==> config.mk <==
export PLATFORM = sky130hd
export DESIGN_NAME = alu_writeback_stage
export DESIGN_NICKNAME = d
export VERILOG_FILES = /design/src/rtl/arm_cond_pkg.sv /design/src/rtl/arm_cond_check.sv /design/src/rtl/alu_writeback_stage.sv
export SDC_FILE = /design/constraint.sdc
export NUM_CORES = 1
export LEC_CHECK = 0
export ABC_AREA = 1
export CORE_MARGIN = 2
export CORE_UTILIZATION = 45
export CTS_CLUSTER_DIAMETER = 40
export DETAILED_ROUTE_END_ITERATION = 10
export HOLD_SLACK_MARGIN = 0.08
export PLACE_DENSITY = 0.88
export SYNTH_ARGS = -nofsm -noshare
export SYNTH_HDL_FRONTEND = slang
export SYNTH_HIERARCHICAL = 1
export SYNTH_SLANG_ARGS = --single-unit
==> constraint.sdc <==
create_clock -name clk -period 1.95 [get_ports clk]
set_input_delay 0.2925 -clock clk [delete_from_list [all_inputs] [get_ports clk]]
set_output_delay 0.2925 -clock clk [all_outputs]
set_load 0.01 [all_outputs]
==> src/rtl/arm_cond_pkg.sv <==
// Shared ARM condition-code definitions: condition encodings, NZCV bit
// positions and the PC register index.
package arm_cond_pkg;

    localparam logic [3:0] COND_EQ = 4'h0;
    localparam logic [3:0] COND_NE = 4'h1;
    localparam logic [3:0] COND_CS = 4'h2;
    localparam logic [3:0] COND_CC = 4'h3;
    localparam logic [3:0] COND_MI = 4'h4;
    localparam logic [3:0] COND_PL = 4'h5;
    localparam logic [3:0] COND_VS = 4'h6;
    localparam logic [3:0] COND_VC = 4'h7;
    localparam logic [3:0] COND_HI = 4'h8;
    localparam logic [3:0] COND_LS = 4'h9;
    localparam logic [3:0] COND_GE = 4'hA;
    localparam logic [3:0] COND_LT = 4'hB;
    localparam logic [3:0] COND_GT = 4'hC;
    localparam logic [3:0] COND_LE = 4'hD;
    localparam logic [3:0] COND_AL = 4'hE;
    localparam logic [3:0] COND_NV = 4'hF;

    localparam int FLAG_N = 3;
    localparam int FLAG_Z = 2;
    localparam int FLAG_C = 1;
    localparam int FLAG_V = 0;

    localparam logic [3:0] REG_PC = 4'd15;

endpackage

==> src/rtl/arm_cond_check.sv <==
// Combinational ARM condition evaluator: does cond pass against nzcv?
module arm_cond_check
    import arm_cond_pkg::*;
(
    input  logic [3:0] cond,
    input  logic [3:0] nzcv,
    output logic       pass
);

    logic n, z, c, v;

    assign n = nzcv[FLAG_N];
    assign z = nzcv[FLAG_Z];
    assign c = nzcv[FLAG_C];
    assign v = nzcv[FLAG_V];

    // Decode the condition field into a single pass bit.
    always_comb begin
        pass = 1'b0;
        case (cond)
            COND_EQ: pass = z;
            COND_NE: pass = !z;
            COND_CS: pass = c;
            COND_CC: pass = !c;
            COND_MI: pass = n;
            COND_PL: pass = !n;
            COND_VS: pass = v;
            COND_VC: pass = !v;
            COND_HI: pass = c && !z;
            COND_LS: pass = !c || z;
            COND_GE: pass = (n == v);
            COND_LT: pass = (n != v);
            COND_GT: pass = !z && (n == v);
            COND_LE: pass = z || (n != v);
            COND_AL: pass = 1'b1;
            default: pass = 1'b0;   // NV never executes
        endcase
    end

endmodule

==> src/rtl/alu_writeback_stage.sv <==
// Execute-to-writeback register: condition check, NZCV commit, register-file
// write handshake, PC-write strobe and retired-instruction counter.
module alu_writeback_stage
    import arm_cond_pkg::*;
#(
    parameter int DATA_W = 32,
    parameter int CNT_W  = 32
) (
    input  logic              clk,
    input  logic              rst,
    input  logic              ex_valid,
    output logic              ex_ready,
    input  logic [DATA_W-1:0] ex_result,
    input  logic              ex_n,
    input  logic              ex_z,
    input  logic              ex_c,
    input  logic              ex_v,
    input  logic [3:0]        ex_cond,
    input  logic [3:0]        ex_rd,
    input  logic              ex_wr_en,
    input  logic              ex_set_flags,
    input  logic              flush,
    output logic              wb_valid,
    input  logic              wb_ready,
    output logic [3:0]        wb_rd,
    output logic [DATA_W-1:0] wb_data,
    output logic              pc_write,
    output logic [3:0]        cpsr_nzcv,
    output logic [CNT_W-1:0]  retired_cnt
);

    localparam logic [CNT_W-1:0] CNT_ONE = CNT_W'(1);

    logic              wb_valid_q, wb_valid_d;
    logic [3:0]        wb_rd_q, wb_rd_d;
    logic [DATA_W-1:0] wb_data_q, wb_data_d;
    logic [3:0]        nzcv_q, nzcv_d;
    logic [CNT_W-1:0]  cnt_q, cnt_d;

    logic cond_ok;
    logic accept;
    logic exec;
    logic load;

    // Condition is judged against the committed flags, so a flag-setting
    // instruction is visible to the very next one.
    arm_cond_check u_cond (
        .cond (ex_cond),
        .nzcv (nzcv_q),
        .pass (cond_ok)
    );

    assign ex_ready = !flush && (!wb_valid_q || wb_ready);
    assign accept   = ex_valid && ex_ready;
    assign exec     = accept && cond_ok;
    assign load     = exec && ex_wr_en;

    // Next-state: flush kills the entry, a loading accept replaces it,
    // otherwise a consumed entry retires; payload holds while stalled.
    always_comb begin
        wb_valid_d = wb_valid_q;
        wb_rd_d    = wb_rd_q;
        wb_data_d  = wb_data_q;
        nzcv_d     = nzcv_q;
        cnt_d      = cnt_q;
        if (flush) begin
            wb_valid_d = 1'b0;
        end else if (load) begin
            wb_valid_d = 1'b1;
            wb_rd_d    = ex_rd;
            wb_data_d  = ex_result;
        end else if (wb_valid_q && wb_ready) begin
            wb_valid_d = 1'b0;
        end
        if (exec && ex_set_flags) begin
            nzcv_d = {ex_n, ex_z, ex_c, ex_v};
        end
        if (exec) begin
            cnt_d = cnt_q + CNT_ONE;
        end
    end

    // State registers with synchronous reset taking priority over everything.
    always_ff @(posedge clk) begin
        if (rst) begin
            wb_valid_q <= 1'b0;
            wb_rd_q    <= '0;
            wb_data_q  <= '0;
            nzcv_q     <= '0;
            cnt_q      <= '0;
        end else begin
            wb_valid_q <= wb_valid_d;
            wb_rd_q    <= wb_rd_d;
            wb_data_q  <= wb_data_d;
            nzcv_q     <= nzcv_d;
            cnt_q      <= cnt_d;
        end
    end

    assign wb_valid    = wb_valid_q;
    assign wb_rd       = wb_rd_q;
    assign wb_data     = wb_data_q;
    assign cpsr_nzcv   = nzcv_q;
    assign retired_cnt = cnt_q;
    assign pc_write    = wb_valid_q && wb_ready && (wb_rd_q == REG_PC);

endmodule

After elaboration in Yosys (flattened, before gate mapping)
Index checks and enable logic that the tools add are counted.

word-level totals
  output and inout port bits = 75
  register bits after elaboration = 73
  word-level logic and storage cells = 49

cells by class
  reductions and logical operators = 22
  $add $sub $neg = 1
  bitwise gates (word level) = 1
  equal/unequal tests = 17
  muxes and demuxes = 3

operators with widths
  operator                                              number
  adder 32 x 1 -> 32 bit (second input constant)        1
  equality test 4 bit (second input constant)           8
  equality test 4 x 3 -> 1 bit (second input constant)  4
  one-hot mux 1 bit (15 select lines)                   1
  logical AND 1 bit                                     9
  equality test 4 x 2 -> 1 bit (second input constant)  2
  logical NOT 1 bit                                     6
  equality test 4 x 1 -> 1 bit (second input constant)  1
  logical NOT 4 bit                                     1
  logical OR 1 bit                                      3
  2-to-1 mux 1 bit                                      2
  AND reduction 2 bit                                   1
  nonzero test 2 bit                                    1
  OR reduction 2 bit                                    1
  equality test 1 bit                                   1
  inequality test 1 bit                                 1
  inverter 1 bit                                        1

Longest topological paths before layout
  depth after elaboration = 7
  mapped depth = 18
  gate-level depth less buffers = 17

Cells and area by module
The synthesis kept the hierarchy.

by module, submodules not included
  module               cells each  instances  area each (um^2)
  alu_writeback_stage  486         1          3387.0
  arm_cond_check       55          1          229.0

Worst setup path after synthesis
No wires, ideal clock.

  kind = register -> register
  from = register nzcv_q[3] (netlist: cpsr_nzcv[3])
  to = register cnt_q[14] (netlist: retired_cnt[14])
  buffers on the path = 1
  arrival = 1.714 ns
  setup time = 0.113 ns
  slack = 0.123 ns
  required time = 1.837 ns
  cell stages (with the launch flop) = 19
  cells stage by stage = dfxtp_1 > inv_1 > nand2_1 > nand3_1 > nand2_1 > nand2_1 > nand2_1 > nor2_1 > nand2_1 > nand2_1 > inv_1 > nand3_2 > buf_6 > nor2_4 > nand2_2 > nor2_2 > nand2_1 > nand2_1 > nor2_1

on the way
  cells in the longest elaborated chain, start to end = 4
  elaborated cells between the ends (all ways) = 7
  classes of those cells = 2 x eq/ne; 1 x mux; 4 x reduce/logical

ends and longest elaborated chain
  what                                                          RTL line                                    text
  start, declared                                               alu_writeback_stage.sv:37                   logic [3:0] nzcv_q, nzcv_d;
  start signal, assigned                                        alu_writeback_stage.sv:95                   nzcv_q <= nzcv_d;
  inequality test 1 bit or equality test 1 bit (tied branches)  n/a
  logical OR 1 bit or logical AND 1 bit (tied branches)         arm_cond_check.sv:34, arm_cond_check.sv:33
  one-hot mux 1 bit (15 select lines) (*)                       arm_cond_check.sv:20                        case (cond)
  named net cond_ok                                             alu_writeback_stage.sv:40                   logic cond_ok;
  logical AND 1 bit (*)                                         alu_writeback_stage.sv:55                   assign exec = accept && cond_ok;
  end signal, assigned                                          alu_writeback_stage.sv:96                   cnt_q <= cnt_d;
  end, declared                                                 alu_writeback_stage.sv:38                   logic [CNT_W-1:0] cnt_q, cnt_d;

The timed path passes the listed nets; every way through them passes the cells marked *.
A chain may end at the register's enable or synchronous reset.

Final worst setup path
  from = input port wb_ready
  to = output port ex_ready

on the way
  cells in the longest elaborated chain, start to end = 2

ends and longest elaborated chain
  what               RTL line                   text
  start, declared    alu_writeback_stage.sv:24  input logic wb_ready,
  logical OR 1 bit   alu_writeback_stage.sv:53  assign ex_ready = !flush && (!wb_valid_q || wb_ready);
  logical AND 1 bit  alu_writeback_stage.sv:53
  end, declared      alu_writeback_stage.sv:12  output logic ex_ready,

Every way passes these cells.

==> flow_metrics.tcl <==
set metrics [dict create \
    grt_pass1_wl_um 17600 \
    dr.first_iter.drc_count 277 \
    crit_path_max_fanout 3 \
    crit_arrival_ns 1.61 \
    initial_utilization 0.466 \
    totalWireLength_um 10900 \
    yosysMostFrequentCell "nor2_1" \
    synth-seq-area-share 0.404 \
    nNetsFinal 728 \
    synth_top_flop_cell "dfxtp_1" \
    num_rows 32 \
    hold_ws_ns 0.484 \
    ys_seq_elements 73 \
    grt_pass1_vias 3878 \
    synth-xor-area-share 0 \
    grt_remaining_overflow 0 \
    synthesis.nets 593 \
    grt_usage 0.251 \
    core_um2 7770 \
    critPathMaxStageDelay_ns 0.56 \
    swShare 0.240 \
    syn_area_per_cell_um2 6.68 \
    p_clk_frac 0.383 \
    setup_violations 0 \
    muxShareOfSynthArea 0 \
    via_per_inst 5.15 \
    vias 4035 \
    p_seq_frac 0.489 \
    cts_sinks 73 \
    yosys_warnings 6 \
    fin_util 0.685 \
    fmax_mhz 526 \
    n_antenna_cell 0 \
    instances_no_fill 783 \
    synth_common_cells "nor2_1, nand2_1, dfxtp_1, inv_1, o21ai_0" \
    combPwrFrac 0.128 \
    syn_area_um2 3620 \
    cellPowerDensity_nw_per_um2 594 \
    synth_top_family_by_area "simple AND/OR/NAND/NOR gates" \
    die_h_um 93.6 \
    design_area_um2 5320 \
    holdCritPathClass "flip-flop to flip-flop" \
    ir_drop_v 0.000401 \
    htree_num_levels 3 \
    ant_nets 0 \
    fin_crit_ns 1.90 \
    power_mw 3.16 \
    hold_viol 0 \
    clk_transition_reported_paths_ns 0.07 \
    clk-insertion-delay-late_ns 0.34 \
    synthAdderAreaFrac 0.00346 \
    crit_type "primary input to primary output" \
    synth_compound_area_frac 0.0952 \
    rsz0062_at_grt "true" \
    yosysTopAreaCell "dfxtp_1" \
    finalMaxSlewViolations 0 \
    synth.distinct_cells 33 \
    root_buffer "clkbuf_8" \
    ys_async_sr_fraction 0 \
    cap_violations 0 \
    cpMostUsedCell "clkdlybuf4s50_1" \
    cts.path.max_buffers 2 \
    startpoint_type "primary input" \
    synthCells 541 \
    slew_headroom 0.772 \
    fin_skew_ns 0.00934 \
    grt_max_degree 63 \
    cp_slowest_cell "clkdlybuf4s50_1" \
    path_cells "clkdlybuf4s50_1, inv_2, nand2_4, nand2_2, inv_1, clkdlybuf4s50_1" \
    tightest_slew_ns 0.340 \
    p_leak_nw 2.03 \
    p_sw_uw 759 \
    synthSimpleGateAreaFrac 0.410 \
    placed_cells 765 \
    crit_path_end_kind "primary output" \
    gp_congestion 0.900 \
    drive_gt1_frac 0.115 \
    area_growth_pct 47.1 \
    io_pins 126 \
    wire_per_inst_um 13.9 \
    yosysTopAreaCellShare 0.404 \
    die_area_um2 8770 \
    placed_area_um2 5030 \
    cts_buffers 9 \
    cts_tree "done" \
    hpwl_um 8060 \
    antenna_found_initial 0 \
    io_buffer_count 125 \
    dieWidth_um 93.6 \
    drc 0 \
    status "finished clean" \
    critPathRequiredTime_ns 1.66 \
    finalCritPeriodShare 0.975 \
    drt_pre_antenna_iters 5 \
    synth_edf_count 0 \
    internal_power_mw 2.40 \
    synth_area_leaders "dfxtp_1, nor2_1, nand2_1, o21ai_0, inv_1" \
]
-- path summary, 6_finish.rpt --
check / startpoint / end / slack, ns / depth (start not counted)
worst max register to register: cpsr_nzcv[2] / retired_cnt[2] / 0.14 / 13
worst max-delay path: wb_ready / ex_ready / 0.05 / 6
worst min register to register: wb_data[16] / wb_data[16] / 0.48 / 2
worst min-delay path: wb_data[16] / wb_data[16] / 0.48 / 2
-- sequential cells by signal, indices dropped and copies added, names as in the netlist --
name and flops:
cpsr_nzcv 4, wb_rd 4, wb_data 32, retired_cnt 32, wb_valid 1
-- routing by layer --
layer / routed length (um) / track usage / part of all wire
met1: 4390 / 0.295 / 0.40
met2: 5490 / 0.450 / 0.50
met3: 739 / 0.0492 / 0.068
met5: 0 / 0 / 0
met4: 257 / 0.0942 / 0.024
-- worst max-delay path, delay by kind of cell --
kind / cells / cell delay, ns
buffers and inverters: 4 / 1.17
and+or+nand+nor: 2 / 0.14
-- cell families after synthesis --
logic type	Yosys count
compound gates	67
fa+ha+maj	1
buf+inv	69
flops	73
simple gates	331
-- final cells by class --
type | instances | area [um^2]
clock buffers | 11 | 151
clock inverters | 5 | 53.8
fillers | 680 | 2450
inverters | 52 | 211
multi-input cells | 399 | 1880
flip-flops and latches | 73 | 1470
well taps | 102 | 128
repair buffers | 141 | 1420
-- stage by stage --
stage	setup slack, ns	setup TNS [ns]
3_5_place_dp	-0.592	-34.70
5_1_grt	-0.0173	-0.0208
6_report	0.0479	0
3_3_place_gp	-0.467	-29.34
4_1_cts	0.0140	0
2_1_floorplan	0.123	0
-- placed cells by master, fill, tap and decap left out, types with 2 or more instances in the layout --
cell / n
nor2_2: 9
clkdlybuf4s50_1: 121
buf_4: 11
dfxtp_2: 2
clkbuf_8: 11
clkinv_1: 2
a31oi_1: 2
clkinv_2: 3
dlygate4sd2_1: 3
nand2_2: 11
nor3_1: 8
inv_2: 4
nand2_1: 100
nand3b_1: 2
nand3_4: 2
dfxtp_1: 69
nor2_1: 142
a21oi_1: 16
buf_12: 4
nand3_1: 29
nand4_1: 11
nor3b_1: 3
inv_1: 45
dfxtp_4: 2
o21ai_0: 47
nor2_4: 7
-- repair_timing --
item,CTS,global route
resized for setup,9,25
hold buffers,0,0
buffers inserted,0,2
pin swaps,0,8
setup endpoints to repair,67,68
-- power groups by stage --
| stage | sequential, mW | combinational, mW | clock (mW) |
|---|---|---|---|
| after floorplan | 1.60 | 0.151 | 0 |
| after global routing | 1.55 | 0.441 | 1.31 |
| final | 1.55 | 0.404 | 1.21 |
| after global placement | 1.58 | 0.382 | 0 |
| after CTS | 1.55 | 0.394 | 1.24 |
| after detailed placement | 1.58 | 0.392 | 0 |
Note: power is estimated with default switching activity, not from simulation.
